===== config.mk =====
export PLATFORM = sky130hd
export DESIGN_NAME = instr_fetch
export DESIGN_NICKNAME = d
export VERILOG_FILES = /design/src/rtl/rv_pkg.sv /design/src/rtl/if_fifo.sv /design/src/rtl/instr_fetch.sv
export SDC_FILE = /design/constraint.sdc
export NUM_CORES = 1
export LEC_CHECK = 0
export CORE_ASPECT_RATIO = 0.8
export CORE_MARGIN = 3
export CORE_UTILIZATION = 60
export CTS_BUF_LIST = sky130_fd_sc_hd__clkbuf_4
export DETAILED_ROUTE_END_ITERATION = 6
export PLACE_DENSITY = 0.89
export SYNTH_ARGS = -nofsm -noshare
export SYNTH_HDL_FRONTEND = slang
export SYNTH_HIERARCHICAL = 1
export SYNTH_SLANG_ARGS = --single-unit

===== constraint.sdc =====
create_clock -name clk -period 12.9 [get_ports clk]
set_input_delay 1.935 -clock clk [delete_from_list [all_inputs] [get_ports clk]]
set_output_delay 1.935 -clock clk [all_outputs]
set_load 0.02 [all_outputs]

===== src/rtl/rv_pkg.sv =====
// Shared RV front-end definitions: word width, major opcodes, fetch-entry
// record, fetch FSM states and a saturating-add helper for event counters.
package rv_pkg;

  localparam int unsigned XLEN = 32;

  localparam logic [6:0] OP_RTYPE  = 7'b0110011;
  localparam logic [6:0] OP_LOAD   = 7'b0000011;
  localparam logic [6:0] OP_STORE  = 7'b0100011;
  localparam logic [6:0] OP_BRANCH = 7'b1100011;

  typedef struct packed {
    logic [XLEN-1:0] pc;
    logic [XLEN-1:0] instr;
  } if_entry_t;

  typedef enum logic [1:0] {
    BOOT,
    RUN,
    DRAIN
  } fetch_state_t;

  function automatic logic [31:0] sat_add(input logic [31:0] a, input logic [31:0] b);
    logic [32:0] s;
    s = {1'b0, a} + {1'b0, b};
    return s[32] ? '1 : s[31:0];
  endfunction

endpackage


===== src/rtl/if_fifo.sv =====
// Small synchronous FIFO with zero-latency head output, synchronous flush
// and occupancy count. Callers never push into a full FIFO.
module if_fifo #(
  parameter int unsigned DEPTH = 2,
  parameter type T = logic [31:0]
) (
  input  logic                         clk,
  input  logic                         rst_n,
  input  logic                         push,
  input  T                             din,
  input  logic                         pop,
  input  logic                         flush,
  output T                             dout,
  output logic [$clog2(DEPTH+1)-1:0]   count
);

  localparam int unsigned PW = $clog2(DEPTH);
  localparam int unsigned CW = $clog2(DEPTH + 1);

  T               mem [DEPTH];
  logic [PW-1:0]  rd_ptr;
  logic [PW-1:0]  wr_ptr;
  logic           do_push;
  logic           do_pop;

  function automatic logic [PW-1:0] bump(input logic [PW-1:0] p);
    return (p == PW'(DEPTH - 1)) ? '0 : p + 1'b1;
  endfunction

  // Qualify push/pop against occupancy and expose the head entry
  always_comb begin
    do_push = push & (count != CW'(DEPTH));
    do_pop  = pop & (count != '0);
    dout    = mem[rd_ptr];
  end

  // Pointer and occupancy bookkeeping; flush empties the queue
  always_ff @(posedge clk or negedge rst_n) begin
    if (!rst_n) begin
      rd_ptr <= '0;
      wr_ptr <= '0;
      count  <= '0;
    end else if (flush) begin
      rd_ptr <= '0;
      wr_ptr <= '0;
      count  <= '0;
    end else begin
      if (do_push) wr_ptr <= bump(wr_ptr);
      if (do_pop)  rd_ptr <= bump(rd_ptr);
      count <= count + CW'(do_push) - CW'(do_pop);
    end
  end

  // Entry storage
  always_ff @(posedge clk) begin
    if (do_push && !flush) mem[wr_ptr] <= din;
  end

endmodule


===== src/rtl/instr_fetch.sv =====
// Instruction-fetch stage: PC, credit-limited in-order imem requests,
// instruction FIFO toward decode, and redirect handling that flushes
// buffered work and discards responses still in flight.
// Optional build macro IF_PERF_CNT_EN adds perf_fetched/perf_dropped counters.
module instr_fetch #(
  parameter int unsigned      XLEN     = 32,
  parameter logic [XLEN-1:0]  RESET_PC = 32'h0000_0000,
  parameter int unsigned      DEPTH    = 2
) (
  input  logic            clk,
  input  logic            rst_n,
  output logic            imem_req_valid,
  input  logic            imem_req_ready,
  output logic [XLEN-1:0] imem_req_addr,
  input  logic            imem_rsp_valid,
  input  logic [XLEN-1:0] imem_rsp_data,
  input  logic            redirect_valid,
  input  logic [XLEN-1:0] redirect_pc,
  output logic            if_valid,
  input  logic            if_ready,
  output logic [XLEN-1:0] if_instr,
  output logic [XLEN-1:0] if_pc,
  output logic [6:0]      if_opcode
`ifdef IF_PERF_CNT_EN
  ,
  output logic [31:0]     perf_fetched,
  output logic [31:0]     perf_dropped
`endif
);

  import rv_pkg::*;

  localparam int unsigned CW = $clog2(DEPTH + 1);

  fetch_state_t    state;
  fetch_state_t    state_nxt;
  logic [XLEN-1:0] pc;
  logic [CW-1:0]   outstanding;
  logic [CW-1:0]   drop_cnt;
  logic [CW-1:0]   drop_cnt_nxt;
  logic [CW-1:0]   fifo_count;
  logic [CW-1:0]   tag_count;
  logic [CW:0]     in_use;
  logic [XLEN-1:0] tag_head;
  if_entry_t       push_ent;
  if_entry_t       head_ent;
  logic            fifo_empty;
  logic            req_fire;
  logic            rsp_keep;
  logic            hand;
  logic            unused_bits;

  // Credit, request/response qualification and decode handoff
  always_comb begin
    in_use         = {1'b0, outstanding} + {1'b0, fifo_count};
    imem_req_valid = (state != BOOT) & ~redirect_valid & (in_use < (CW+1)'(DEPTH));
    imem_req_addr  = pc;
    req_fire       = imem_req_valid & imem_req_ready;
    rsp_keep       = imem_rsp_valid & ~redirect_valid & (drop_cnt == '0);
    fifo_empty     = (fifo_count == '0);
    if_valid       = ~fifo_empty & ~redirect_valid;
    hand           = if_valid & if_ready;
    push_ent.pc    = tag_head;
    push_ent.instr = imem_rsp_data;
    if_instr       = fifo_empty ? '0 : head_ent.instr;
    if_pc          = fifo_empty ? '0 : head_ent.pc;
    if_opcode      = if_instr[6:0];
    unused_bits    = ^{tag_count, redirect_pc[1:0]};
  end

  // Discard budget: a redirect covers every request in flight except a
  // response landing in the same cycle, which is dropped directly.
  always_comb begin
    drop_cnt_nxt = drop_cnt;
    if (redirect_valid)
      drop_cnt_nxt = outstanding - CW'(imem_rsp_valid);
    else if (imem_rsp_valid && drop_cnt != '0)
      drop_cnt_nxt = drop_cnt - 1'b1;
  end

  // Next-state logic
  always_comb begin
    state_nxt = state;
    case (state)
      BOOT:    state_nxt = RUN;
      RUN:     if (drop_cnt_nxt != '0) state_nxt = DRAIN;
      DRAIN:   if (drop_cnt_nxt == '0) state_nxt = RUN;
      default: state_nxt = BOOT;
    endcase
  end

  // State register
  always_ff @(posedge clk or negedge rst_n) begin
    if (!rst_n) state <= BOOT;
    else        state <= state_nxt;
  end

  // PC, in-flight and discard counters
  always_ff @(posedge clk or negedge rst_n) begin
    if (!rst_n) begin
      pc          <= RESET_PC;
      outstanding <= '0;
      drop_cnt    <= '0;
    end else begin
      if (redirect_valid) pc <= {redirect_pc[XLEN-1:2], 2'b00};
      else if (req_fire)  pc <= pc + XLEN'(4);
      outstanding <= outstanding + CW'(req_fire) - CW'(imem_rsp_valid);
      drop_cnt    <= drop_cnt_nxt;
    end
  end

  // Tag queue pops only for kept responses: tags of discarded requests
  // were already removed by the redirect flush.
  if_fifo #(.DEPTH(DEPTH), .T(logic [XLEN-1:0])) u_tagq (
    .clk   (clk),
    .rst_n (rst_n),
    .push  (req_fire),
    .din   (pc),
    .pop   (rsp_keep),
    .flush (redirect_valid),
    .dout  (tag_head),
    .count (tag_count)
  );

  if_fifo #(.DEPTH(DEPTH), .T(if_entry_t)) u_ififo (
    .clk   (clk),
    .rst_n (rst_n),
    .push  (rsp_keep),
    .din   (push_ent),
    .pop   (hand),
    .flush (redirect_valid),
    .dout  (head_ent),
    .count (fifo_count)
  );

`ifdef IF_PERF_CNT_EN
  logic        rsp_drop;
  logic [31:0] drop_inc;

  // Discarded responses plus entries thrown away by a flush
  always_comb begin
    rsp_drop = imem_rsp_valid & ~rsp_keep;
    drop_inc = 32'(rsp_drop) + (redirect_valid ? 32'(fifo_count) : 32'd0);
  end

  // Saturating event counters
  always_ff @(posedge clk or negedge rst_n) begin
    if (!rst_n) begin
      perf_fetched <= '0;
      perf_dropped <= '0;
    end else begin
      perf_fetched <= sat_add(perf_fetched, 32'(hand));
      perf_dropped <= sat_add(perf_dropped, drop_inc);
    end
  end
`endif

endmodule


==> impl_metrics.tcl <==
set metrics [dict create \
    synthAdderAreaFrac_pct 1.27 \
    worstMarginPinSlew_ns 1.07 \
    multiInputGateArea_um2 3280 \
    cts_made_buffers 56 \
    synth_edf_count 192 \
    yosysUniqueCellTypes 57 \
    pre_cts_ws_ns 7.71 \
    tritoncts "yes" \
    end_kind "primary output" \
    min_path_type "flip-flop to flip-flop" \
    clk_pin_slew_ns 0.07 \
    place_area_um2 12200 \
    synth_xor_area_share_pct 1.17 \
    timing.rr.start "u_ififo/count[0]" \
    period_share_pct 40.4 \
    syn2layout_area_growth_pct 23.4 \
    n_antenna_cell 0 \
    groute.usage.overall_pct 22.4 \
    finalHoldViolCount 0 \
    grt_pass1_vias 6679 \
    gp_routability_congestion 0.852 \
    worstReg2RegEnd "u_tagq/mem[1][11]" \
    rsz0062_at_grt "false" \
    p_seq_share_pct 51.6 \
    synthSimpleGateAreaFrac_pct 10.4 \
    critPathSlowestCell "clkdlybuf4s50_1" \
    wl_um 21200 \
    io_buffers 170 \
    insertion_delay_ns 0.66 \
    fin_area_um2 12900 \
    syn-instance-count 671 \
    final_max_slew_viol_count 0 \
    cp_cell_sequence "buf_2, buf_4, nor4_1, clkdlybuf4s50_1" \
    drt-pass1-iter-count 5 \
    cts_max_level 2 \
    skew_ns 0.0373 \
    fin_tns_setup_ns 0 \
    crit_type "input pin to primary output" \
    synth_compound_area_share_pct 4.23 \
    dieHeight_um 124 \
    r2r_slack_ns 9.12 \
    remaining_drc_errors 0 \
    maxSlewHeadroom_pct 28.8 \
    via_count 6379 \
    synth-seq-area-share_pct 65.6 \
    fill_cells 986 \
    nNetsFinal 952 \
    ys.flop_type "edfxtp_1" \
    cp.required_ns 10.97 \
    async_flop_share_pct 18.6 \
    holdBufCountCts 0 \
    intPower_uw 1320 \
    min_period_ns 5.22 \
    rows 42 \
    ys_ff_latch 236 \
    maxCapViolations 0 \
    cts_resized 0 \
    outcome "complete, no violations" \
    via_per_inst 5.64 \
    cp.arrival_ns 3.28 \
    grt_max_degree 65 \
    r2r_cells 8 \
    leakagePower_uw 0.00469 \
    postRouteAntennaNets 0 \
    synthMuxAreaShare_pct 13.8 \
    crit_fanout 53 \
    clockRootBuffer "clkbuf_4" \
    grt_antenna_before_repair 0 \
    grt_remaining_overflow 0 \
    floorplan.io_pins 175 \
    seqCellArea_um2 6870 \
    drt_iter0_markers 474 \
    p_sw_share_pct 26.9 \
    cp-endpoint "imem_req_valid" \
    syn-mean-instance-area_um2 15.6 \
    vdd_drop_max_uv 75.4 \
    crit_path_max_incr_delay_ns 0.66 \
    initial_core_util_pct 62.3 \
    comb_power_share_pct 16.9 \
    crit_start "redirect_valid" \
    grt_first_pass_wirelength_um 33900 \
    yosysWarnings 6 \
    drive_above_1_share_pct 22.1 \
    p_per_area_nw_per_um2 139 \
    setup_violations 0 \
    syn_area_um2 10500 \
    p_switching_uw 486 \
    dieWidth_um 154 \
    clockBufferDepth 3 \
    synth_top_family_by_area "multiplexers" \
    clock.fmax_mhz 192 \
    cts_num_sinks 236 \
    startpoint_type "input pin" \
    hpwl_um 13900 \
    coreArea_um2 16800 \
    postLayoutSetupSlackWorst_ns 7.68 \
    power_uw 1800 \
    post_cts_buffers 0 \
    fp.dieArea_um2 19100 \
    routedWlPerCell_um 18.8 \
    power_frac_clock_pct 31.5 \
]
## worst min path at each step
| stage | slack, ns | cells past startpoint | from | to |
|---|---|---|---|---|
| 5_1_grt | 0.56 | 1 | state[0] | state[1] |
| 6_report | 0.51 | 1 | state[0] | state[1] |
| 2_1_floorplan | 0.46 | 1 | state[0] | state[1] |
| 3_5_place_dp | 0.50 | 1 | state[0] | state[1] |
| 3_3_place_gp | 0.48 | 1 | state[0] | state[1] |
| 4_1_cts | 0.51 | 1 | state[0] | state[1] |
## metrics by stage
step	utilization (%)	hold WS (ns)	cells
floorplan	-	0.461	676
global placement	72.8	0.476	1034
detailed placement	72.8	0.503	1034
CTS	76.9	0.508	1131
global route	76.9	0.556	1131
finish	76.9	0.514	1131
## layout by cell type, fill, tap and decap left out, types with 3 or more instances in the layout
cell             count
conb_1               6
nand2_1             35
nand3_1             16
nor4_1               3
nor2b_1             68
mux2_2              19
mux2i_1              4
o211ai_1            10
a21o_1               3
ha_1                 9
and3_1               6
or4_1                4
or3_1                3
nand4_1              9
clkinv_1            19
a221o_1              4
nor3_1               3
a31oi_1              3
dfrtp_1             42
xnor2_1             12
nor2_1              24
inv_1               14
o21ai_0             14
buf_4                8
clkdlybuf4s50_1    168
a21oi_1              7
mux2_4              79
edfxtp_1           192
o311ai_0             7
clkbuf_4            76
and4_1               4
## synth_stat cells, types with 3 or more instances
cell type | count | area (um2)
mux2_2 | 19 | 214
nor2b_1 | 68 | 425
and3_1 | 6 | 37.5
or3_1 | 3 | 18.8
nor4_1 | 3 | 18.8
nand2_1 | 35 | 131
nor3_1 | 5 | 25.0
nor3b_1 | 3 | 22.5
mux2i_1 | 4 | 40.0
a21o_1 | 3 | 22.5
or4_1 | 4 | 30.0
edfxtp_1 | 192 | 5770
a31oi_1 | 3 | 18.8
inv_1 | 14 | 52.6
xnor2_1 | 12 | 105
clkbuf_1 | 14 | 52.6
o311ai_0 | 7 | 61.3
a221o_1 | 4 | 40.0
mux2_4 | 79 | 1190
buf_6 | 8 | 90.1
dfrtp_1 | 44 | 1100
and4_1 | 4 | 35.0
o211ai_1 | 10 | 75.1
ha_1 | 9 | 113
buf_2 | 3 | 15.0
nand4_1 | 9 | 56.3
buf_4 | 11 | 82.6
nor2_1 | 25 | 93.8
a21oi_1 | 7 | 35.0
nand3_1 | 16 | 80.1
o21ai_0 | 14 | 70.1
buf_12 | 3 | 60.1
## cells by family after synthesis
logic type | count (synthesis)
compound gates | 62
xor+xnor | 14
fa+ha+maj | 10
buf+inv | 55
flops | 236
mux | 102
other cells | 1
simple gates | 191
## state kept, by name (all words and copies together) (netlist names)
register and cells:
drop_cnt 2, u_ififo/rd_ptr 1, imem_req_addr 30, u_ififo/wr_ptr 1, u_ififo/mem 128, outstanding 2
u_tagq/rd_ptr 1, state 2, u_tagq/wr_ptr 1, u_tagq/mem 64, u_ififo/count 2, u_tagq/count 2
## final cells by class
cell class	instances	area share, %
multi-input combinational	385	25.4
sequential	236	53.2
clock buffer	76	4.41
clock inverter	21	0.852
timing repair buffer	178	13.6
inverter	15	0.532
tap	220	2.13
## per-layer routing
metal	part of all wire, %	vias to the layer above	wire length (um)	global-route usage, %
met5	0	-	0	0
met4	2.5	0	538	8.88
met3	7.7	50	1640	5.77
met2	50	338	10600	38.2
met1	40	3067	8460	28.0
li1	-	2924	-	-
## power groups by stage
| stage | combinational, uW | clock (uW) | sequential [uW] |
|---|---|---|---|
| detailed placement | 305 | 0 | 945 |
| global route | 328 | 625 | 937 |
| global placement | 293 | 0 | 939 |
| floorplan | 166 | 0 | 946 |
| CTS | 307 | 583 | 930 |
| finish | 304 | 567 | 931 |
## critical path, delay by kind of cell
kind / cells / cell delay [ns]
buffers and inverters: 3 / 1.04
and+or+nand+nor: 1 / 0.29
(Power assumes the default switching activity.)
